--- src/rtl/multicycle_ctrl_fsm.sv ---
// Multi-cycle MIPS control unit: sequences FETCH/DECODE/EXEC/MEM/WB, handshakes
// with a variable-latency shared memory and traps on bad encodings or timeouts.
module multicycle_ctrl_fsm #(
    parameter int ALU_W       = 3,
    parameter int MEM_TIMEOUT = 15
) (
    input  logic             clk,
    input  logic             rst_n,
    input  logic [5:0]       opcode,
    input  logic [5:0]       funct,
    input  logic             alu_zero,
    input  logic             mem_ack,
    output logic             mem_req,
    output logic             mem_wr,
    output logic             ir_wr_en,
    output logic             pc_wr_en,
    output logic [1:0]       pc_sel,
    output logic             reg_wr_en,
    output logic [1:0]       reg_dst,
    output logic [1:0]       wb_sel,
    output logic [ALU_W-1:0] alu_sel,
    output logic             alu_src_imm,
    output logic             imm_zero_ext,
    output logic             retire,
    output logic             illegal,
    output logic             bus_error
);

    localparam logic [5:0] OP_RTYPE = 6'h00;
    localparam logic [5:0] OP_J     = 6'h02;
    localparam logic [5:0] OP_JAL   = 6'h03;
    localparam logic [5:0] OP_BEQ   = 6'h04;
    localparam logic [5:0] OP_BNE   = 6'h05;
    localparam logic [5:0] OP_ADDI  = 6'h08;
    localparam logic [5:0] OP_XORI  = 6'h0E;
    localparam logic [5:0] OP_LW    = 6'h23;
    localparam logic [5:0] OP_SW    = 6'h2B;
    localparam logic [5:0] FN_JR    = 6'h08;
    localparam logic [5:0] FN_ADD   = 6'h20;
    localparam logic [5:0] FN_SUB   = 6'h22;
    localparam logic [5:0] FN_SLT   = 6'h2A;

    localparam logic [ALU_W-1:0] ALU_ADD = ALU_W'(0);
    localparam logic [ALU_W-1:0] ALU_SUB = ALU_W'(1);
    localparam logic [ALU_W-1:0] ALU_XOR = ALU_W'(2);
    localparam logic [ALU_W-1:0] ALU_SLT = ALU_W'(3);

    localparam logic [7:0] TIMEOUT_C = 8'(MEM_TIMEOUT);

    typedef enum logic [2:0] {
        ST_FETCH  = 3'd0,
        ST_DECODE = 3'd1,
        ST_EXEC   = 3'd2,
        ST_MEM    = 3'd3,
        ST_WB     = 3'd4,
        ST_TRAP   = 3'd5
    } state_t;

    typedef enum logic [3:0] {
        K_ADD  = 4'd0,
        K_SUB  = 4'd1,
        K_SLT  = 4'd2,
        K_JR   = 4'd3,
        K_J    = 4'd4,
        K_JAL  = 4'd5,
        K_ADDI = 4'd6,
        K_XORI = 4'd7,
        K_BEQ  = 4'd8,
        K_BNE  = 4'd9,
        K_LW   = 4'd10,
        K_SW   = 4'd11,
        K_BAD  = 4'd15
    } kind_t;

    // Instruction class for one opcode/funct pair; K_BAD for anything unsupported.
    function automatic kind_t classify(input logic [5:0] op, input logic [5:0] fn);
        kind_t k;
        k = K_BAD;
        case (op)
            OP_RTYPE: begin
                case (fn)
                    FN_ADD:  k = K_ADD;
                    FN_SUB:  k = K_SUB;
                    FN_SLT:  k = K_SLT;
                    FN_JR:   k = K_JR;
                    default: k = K_BAD;
                endcase
            end
            OP_J:    k = K_J;
            OP_JAL:  k = K_JAL;
            OP_BEQ:  k = K_BEQ;
            OP_BNE:  k = K_BNE;
            OP_ADDI: k = K_ADDI;
            OP_XORI: k = K_XORI;
            OP_LW:   k = K_LW;
            OP_SW:   k = K_SW;
            default: k = K_BAD;
        endcase
        return k;
    endfunction

    state_t      state_r;
    state_t      state_nxt_s;
    logic        active_r;
    logic [5:0]  op_r;
    logic [5:0]  fn_r;
    logic [7:0]  wait_cnt_r;
    logic [7:0]  wait_cnt_nxt_s;
    logic        illegal_r;
    logic        bus_error_r;
    logic        set_illegal_s;
    logic        set_bus_err_s;
    logic        timeout_s;
    kind_t       kind_s;

    assign kind_s    = classify(op_r, fn_r);
    assign timeout_s = (wait_cnt_r == TIMEOUT_C);
    assign illegal   = illegal_r;
    assign bus_error = bus_error_r;

    // Next-state and datapath control decode; active_r keeps outputs quiet until the first clock after reset.
    always_comb begin
        state_nxt_s    = state_r;
        set_illegal_s  = 1'b0;
        set_bus_err_s  = 1'b0;
        mem_req        = 1'b0;
        mem_wr         = 1'b0;
        ir_wr_en       = 1'b0;
        pc_wr_en       = 1'b0;
        pc_sel         = 2'd0;
        reg_wr_en      = 1'b0;
        reg_dst        = 2'd0;
        wb_sel         = 2'd0;
        alu_sel        = ALU_ADD;
        alu_src_imm    = 1'b0;
        imm_zero_ext   = 1'b0;
        retire         = 1'b0;
        wait_cnt_nxt_s = 8'd0;

        if (!active_r) begin
            state_nxt_s = ST_FETCH;
        end else begin
            case (state_r)
                ST_FETCH: begin
                    mem_req = 1'b1;
                    if (mem_ack) begin
                        ir_wr_en    = 1'b1;
                        pc_wr_en    = 1'b1;
                        state_nxt_s = ST_DECODE;
                    end else if (timeout_s) begin
                        set_bus_err_s = 1'b1;
                        state_nxt_s   = ST_TRAP;
                    end else begin
                        state_nxt_s = ST_FETCH;
                    end
                end
                ST_DECODE: begin
                    if (classify(opcode, funct) == K_BAD) begin
                        set_illegal_s = 1'b1;
                        state_nxt_s   = ST_TRAP;
                    end else begin
                        state_nxt_s = ST_EXEC;
                    end
                end
                ST_EXEC: begin
                    case (kind_s)
                        K_ADD: begin
                            alu_sel     = ALU_ADD;
                            state_nxt_s = ST_WB;
                        end
                        K_SUB: begin
                            alu_sel     = ALU_SUB;
                            state_nxt_s = ST_WB;
                        end
                        K_SLT: begin
                            alu_sel     = ALU_SLT;
                            state_nxt_s = ST_WB;
                        end
                        K_ADDI: begin
                            alu_sel     = ALU_ADD;
                            alu_src_imm = 1'b1;
                            state_nxt_s = ST_WB;
                        end
                        K_XORI: begin
                            alu_sel      = ALU_XOR;
                            alu_src_imm  = 1'b1;
                            imm_zero_ext = 1'b1;
                            state_nxt_s  = ST_WB;
                        end
                        K_LW, K_SW: begin
                            alu_sel     = ALU_ADD;
                            alu_src_imm = 1'b1;
                            state_nxt_s = ST_MEM;
                        end
                        K_J: begin
                            pc_wr_en    = 1'b1;
                            pc_sel      = 2'd2;
                            retire      = 1'b1;
                            state_nxt_s = ST_FETCH;
                        end
                        K_JAL: begin
                            pc_wr_en    = 1'b1;
                            pc_sel      = 2'd2;
                            reg_wr_en   = 1'b1;
                            reg_dst     = 2'd2;
                            wb_sel      = 2'd2;
                            retire      = 1'b1;
                            state_nxt_s = ST_FETCH;
                        end
                        K_JR: begin
                            pc_wr_en    = 1'b1;
                            pc_sel      = 2'd3;
                            retire      = 1'b1;
                            state_nxt_s = ST_FETCH;
                        end
                        K_BEQ, K_BNE: begin
                            alu_sel     = ALU_SUB;
                            pc_sel      = 2'd1;
                            pc_wr_en    = (kind_s == K_BEQ) ? alu_zero : ~alu_zero;
                            retire      = 1'b1;
                            state_nxt_s = ST_FETCH;
                        end
                        default: begin
                            set_illegal_s = 1'b1;
                            state_nxt_s   = ST_TRAP;
                        end
                    endcase
                end
                ST_MEM: begin
                    mem_req = 1'b1;
                    mem_wr  = (kind_s == K_SW);
                    if (mem_ack) begin
                        if (kind_s == K_SW) begin
                            retire      = 1'b1;
                            state_nxt_s = ST_FETCH;
                        end else begin
                            state_nxt_s = ST_WB;
                        end
                    end else if (timeout_s) begin
                        set_bus_err_s = 1'b1;
                        state_nxt_s   = ST_TRAP;
                    end else begin
                        state_nxt_s = ST_MEM;
                    end
                end
                ST_WB: begin
                    reg_wr_en   = 1'b1;
                    retire      = 1'b1;
                    state_nxt_s = ST_FETCH;
                    if (kind_s == K_LW) begin
                        reg_dst = 2'd1;
                        wb_sel  = 2'd1;
                    end else if ((kind_s == K_ADDI) || (kind_s == K_XORI)) begin
                        reg_dst = 2'd1;
                        wb_sel  = 2'd0;
                    end else begin
                        reg_dst = 2'd0;
                        wb_sel  = 2'd0;
                    end
                end
                ST_TRAP: begin
                    state_nxt_s = ST_TRAP;
                end
                default: begin
                    state_nxt_s = ST_TRAP;
                end
            endcase
        end

        // Counter restarts whenever a request is not outstanding, so entry to FETCH/MEM starts at zero.
        if (mem_req && !mem_ack && !timeout_s) begin
            wait_cnt_nxt_s = wait_cnt_r + 8'd1;
        end else begin
            wait_cnt_nxt_s = 8'd0;
        end
    end

    // State, wait counter and sticky trap flags.
    always_ff @(posedge clk or negedge rst_n) begin
        if (!rst_n) begin
            state_r     <= ST_FETCH;
            active_r    <= 1'b0;
            wait_cnt_r  <= 8'd0;
            illegal_r   <= 1'b0;
            bus_error_r <= 1'b0;
        end else begin
            state_r     <= state_nxt_s;
            active_r    <= 1'b1;
            wait_cnt_r  <= wait_cnt_nxt_s;
            illegal_r   <= illegal_r | set_illegal_s;
            bus_error_r <= bus_error_r | set_bus_err_s;
        end
    end

    // Instruction fields are captured in DECODE; later states ignore the live IR.
    always_ff @(posedge clk or negedge rst_n) begin
        if (!rst_n) begin
            op_r <= 6'd0;
            fn_r <= 6'd0;
        end else if (state_r == ST_DECODE) begin
            op_r <= opcode;
            fn_r <= funct;
        end else begin
            op_r <= op_r;
            fn_r <= fn_r;
        end
    end

endmodule
--- config.mk ---
export PLATFORM = sky130hd
export DESIGN_NAME = multicycle_ctrl_fsm
export DESIGN_NICKNAME = d
export VERILOG_FILES = /design/src/rtl/multicycle_ctrl_fsm.sv
export SDC_FILE = /design/constraint.sdc
export NUM_CORES = 1
export LEC_CHECK = 0
export CORE_MARGIN = 2
export CORE_UTILIZATION = 46
export CTS_BUF_LIST = sky130_fd_sc_hd__clkbuf_16
export CTS_CLUSTER_SIZE = 40
export DETAILED_ROUTE_END_ITERATION = 12
export PLACE_DENSITY_LB_ADDON = 0.08
export SKIP_LAST_GASP = 1
export SYNTH_ARGS = -nofsm -noshare
export SYNTH_HDL_FRONTEND = slang
export SYNTH_SLANG_ARGS = --single-unit
export TNS_END_PERCENT = 5
--- constraint.sdc ---
create_clock -name clk -period 2.92 [get_ports clk]
set_clock_uncertainty 0.15 [all_clocks]
set_input_delay 0.292 -clock clk [delete_from_list [all_inputs] [get_ports clk]]
set_output_delay 0.292 -clock clk [all_outputs]
set_load 0.03 [all_outputs]
==> flow_summary_export.csv <==
group,metric,value,unit
sta,hold_ws,248,ps
cells_and_area,multi_input_area,0.00104,mm^2
sta,finalSetupViolCount,5,
sta,fmax,319,MHz
synthesis,ys_warn_count,0,
critical_path,crit_end,"pc_sel[1]",
critical_path,worst_ep_required_time,2480,ps
route,first_iter_violations,99,
grt,top_usage_layer,"met2",
power,leakage,0.000979,uW
sta,fin_crit_sh,1.07,
synthesis,synth_most_common_cell,"dfrtp_1",
clock_network,cts_buffers,3,
die,initial_core_util,0.484,
synthesis,yosys-top-cells-area,"dfrtp_1, mux2_2, nor2_1",
critical_path,crit_type,"flop to output port",
synthesis,ys_ff_latch,26,
cells_and_area,seq_area,651,um^2
die,die_area,0.00440,mm^2
die,dieWidth,66.3,um
synthesis,synth_top_area_cell,"dfrtp_1",
route,drt_first_pass_iters,4,
synthesis,yosysTopAreaCellShare,0.364,
grt,grt_use_met3,0.0239,
die,pin_count,35,
cells_and_area,area_growth,29.9,%
synthesis,ys_async_sr_fraction,1.00,
clock_network,hold_buffers,0,
critical_path,r2r_start,"op_r[1]$_DFFE_PN0N_",
grt,met1_usage,0.289,
run,maxCapViolCount,0,
grt,grt_max_degree,27,
critical_path,worstPathMaxFanout,7,
critical_path,cp-start-kind,"flop",
cells_and_area,nFillCells,340,
grt,grt_pass1_wl,7350,um
synthesis,synth_ff_type,"dfrtp_1",
critical_path,arrival,2700,ps
critical_path,r2r_slack,810,ps
synthesis,syn-num-nets,221,
grt,antenna_found_initial,0,
sta,finalMaxSlewViolations,0,
clock_network,htreeDepth,1,
cells_and_area,nets,266,
cells_and_area,diodes,0,
sta,finalWorstSetupSlack,-218,ps
route,post-route-drc-count,0,
synthesis,synth-edff-count,0,
sta,fin_crit,3140,ps
critical_path,rr_worst_depth,5,
die,fp.coreArea,0.00369,mm^2
synthesis,syn_area,0.00179,mm^2
synthesis,syn_area_per_cell,8.76,um^2
cells_and_area,fin_area,0.00232,mm^2
synthesis,synth.distinct_cells,57,
cells_and_area,drive_gt1_frac,0.194,
die,num_rows,22,
placement,hpwl,3380,um
clock_network,cts_tree,"built",
die,die_h,66.3,um
clock_network,clock_path_buffers,2,
grt,grt_pass1_vias,1664,
critical_path,setup.worst_path.start,"op_r[2]$_DFFE_PN0N_",
clock_network,clkSinkCount,26,
route,wl_per_cell,14.5,um
synthesis,seq_area_frac_synth,0.364,
clock_network,clk_pin_slew_worst_paths,60,ps
clock_network,post-cts-setup-buffer-count,0,
grt,grt_remaining_overflow,0,
sta,hold_viol,0,
placement,placed_area,0.00224,mm^2
sta,rsz0062_at_grt,"yes",
placement,dp_slack,-9.14,ps
clock_network,clkLatencyLatePin,250,ps
run_status,outcome,"finished with violations",
route,num_vias,1663,
power,power_density,814,mW/mm^2
clock_network,cts_root_buf,"clkbuf_16",
synthesis,syn_inst,204,
grt,grtUsageMet2,0.361,
critical_path,worst_setup_path_end_kind,"output port",
placement,portBuffers,33,
route,wl,4290,um
worst_hold_path,hp-class,"primary input to async pin",
critical_path,r2r_end,"state_r[2]$_DFF_PN0_",
run_status,violations,"setup timing",
grt,track_usage,0.215,
route,via_per_inst,5.62,
route,ant_nets,0,
cells_and_area,final_util,0.629,
synthesis,ys_top_cells_by_count,"dfrtp_1, nor2_1, nand2_1",
placement,gp_congestion,0.844,
power,vdd_ir_drop_max,0.412,mV
## final cells by class
| type | count | share of cell area |
|---|---|---|
| multi-input combinational | 157 | 0.447 |
| sequential | 26 | 0.280 |
| timing repair buffer | 51 | 0.196 |
| clock buffer | 3 | 0.0323 |
| tap | 48 | 0.0259 |
| inverter | 10 | 0.0162 |
| clock inverter | 1 | 0.00162 |
## routing by layer
metal / share of wire / vias to the layer above
met2: 0.48 / 54
met5: 0 / -
li1: - / 818
met4: 0.014 / 0
met3: 0.053 / 6
met1: 0.46 / 785
## worst min-delay path by stage
stage,start,endpoint,slack [ps],depth (start not counted)
6_report,rst_n,wait_cnt_r[3]$_DFF_PN0_,250,2
5_1_grt,rst_n,wait_cnt_r[2]$_DFF_PN0_,270,2
4_1_cts,rst_n,wait_cnt_r[3]$_DFF_PN0_,260,2
3_5_place_dp,illegal$_DFF_PN0_,illegal$_DFF_PN0_,300,1
3_3_place_gp,illegal$_DFF_PN0_,illegal$_DFF_PN0_,290,1
2_1_floorplan,rst_n,active_r$_DFF_PN0_,-150,0
## through the flow
step                      power, uW  cells  setup TNS, ps
after floorplan                1270    204              0
after global placement         1560    292              0
after detailed placement       1590    292          -9.14
after CTS                      1900    296           -948
after global routing           2040    296          -1870
final                          1890    296           -727
## report_power, final
part	switching (uW)	internal, uW
registers	110	468
clock network	116	183
logic	540	473
## cell usage in the layout, fill, tap and decap left out, drive strengths merged, types with 3 or more instances in the layout
cell           netlist  layout
clkdlybuf4s50        0      26
a31oi                4       4
xor2                 4       4
o22ai                4       4
nand3                8       8
nor2                21      21
clkbuf               1       3
nor3                 8       8
o21ai                8       8
nor4                 3       3
and2                 3       3
a21oi               10      10
nand2               19      19
buf                 10      22
xnor2                5       5
inv                 10      10
and3                 3       3
nand2b               4       4
mux2                 9       9
dfrtp               26      26
a211oi               3       3
## flip-flops by register name, indices dropped and copies added (netlist names)
register    count
wait_cnt_r      8
active_r        1
fn_r            6
op_r            6
bus_error       1
state_r         3
illegal         1
## worst max-delay path: stages (launching register included)
cell and delay [ps]:
dfrtp_1 450, or3b_2 480, and3_1 220, a311oi_1 320
o31ai_2 140, a21oi_1 150, clkdlybuf4s50_1 680
## logic make-up (layout without fill, tap and decap cells)
| family | after synthesis | in the layout | synth area share |
|---|---|---|---|
| AOI/OAI and AO/OA | 47 | 47 | 0.179 |
| buffers and inverters | 21 | 65 | 0.0574 |
| xor gates and xnor gates | 9 | 9 | 0.0441 |
| and+or+nand+nor | 87 | 87 | 0.276 |
| adders and majority gates | 2 | 2 | 0.0126 |
| DFF | 26 | 26 | 0.364 |
| muxes | 10 | 10 | 0.0623 |
| other | 2 | 2 | 0.00420 |
## timing repair
action / in CTS / in global routing
resized for setup: 2 / 1
pin swaps: 0 / 0
setup endpoints to repair: 8 / 12
No activity file was read; power rests on OpenSTA's default activity.
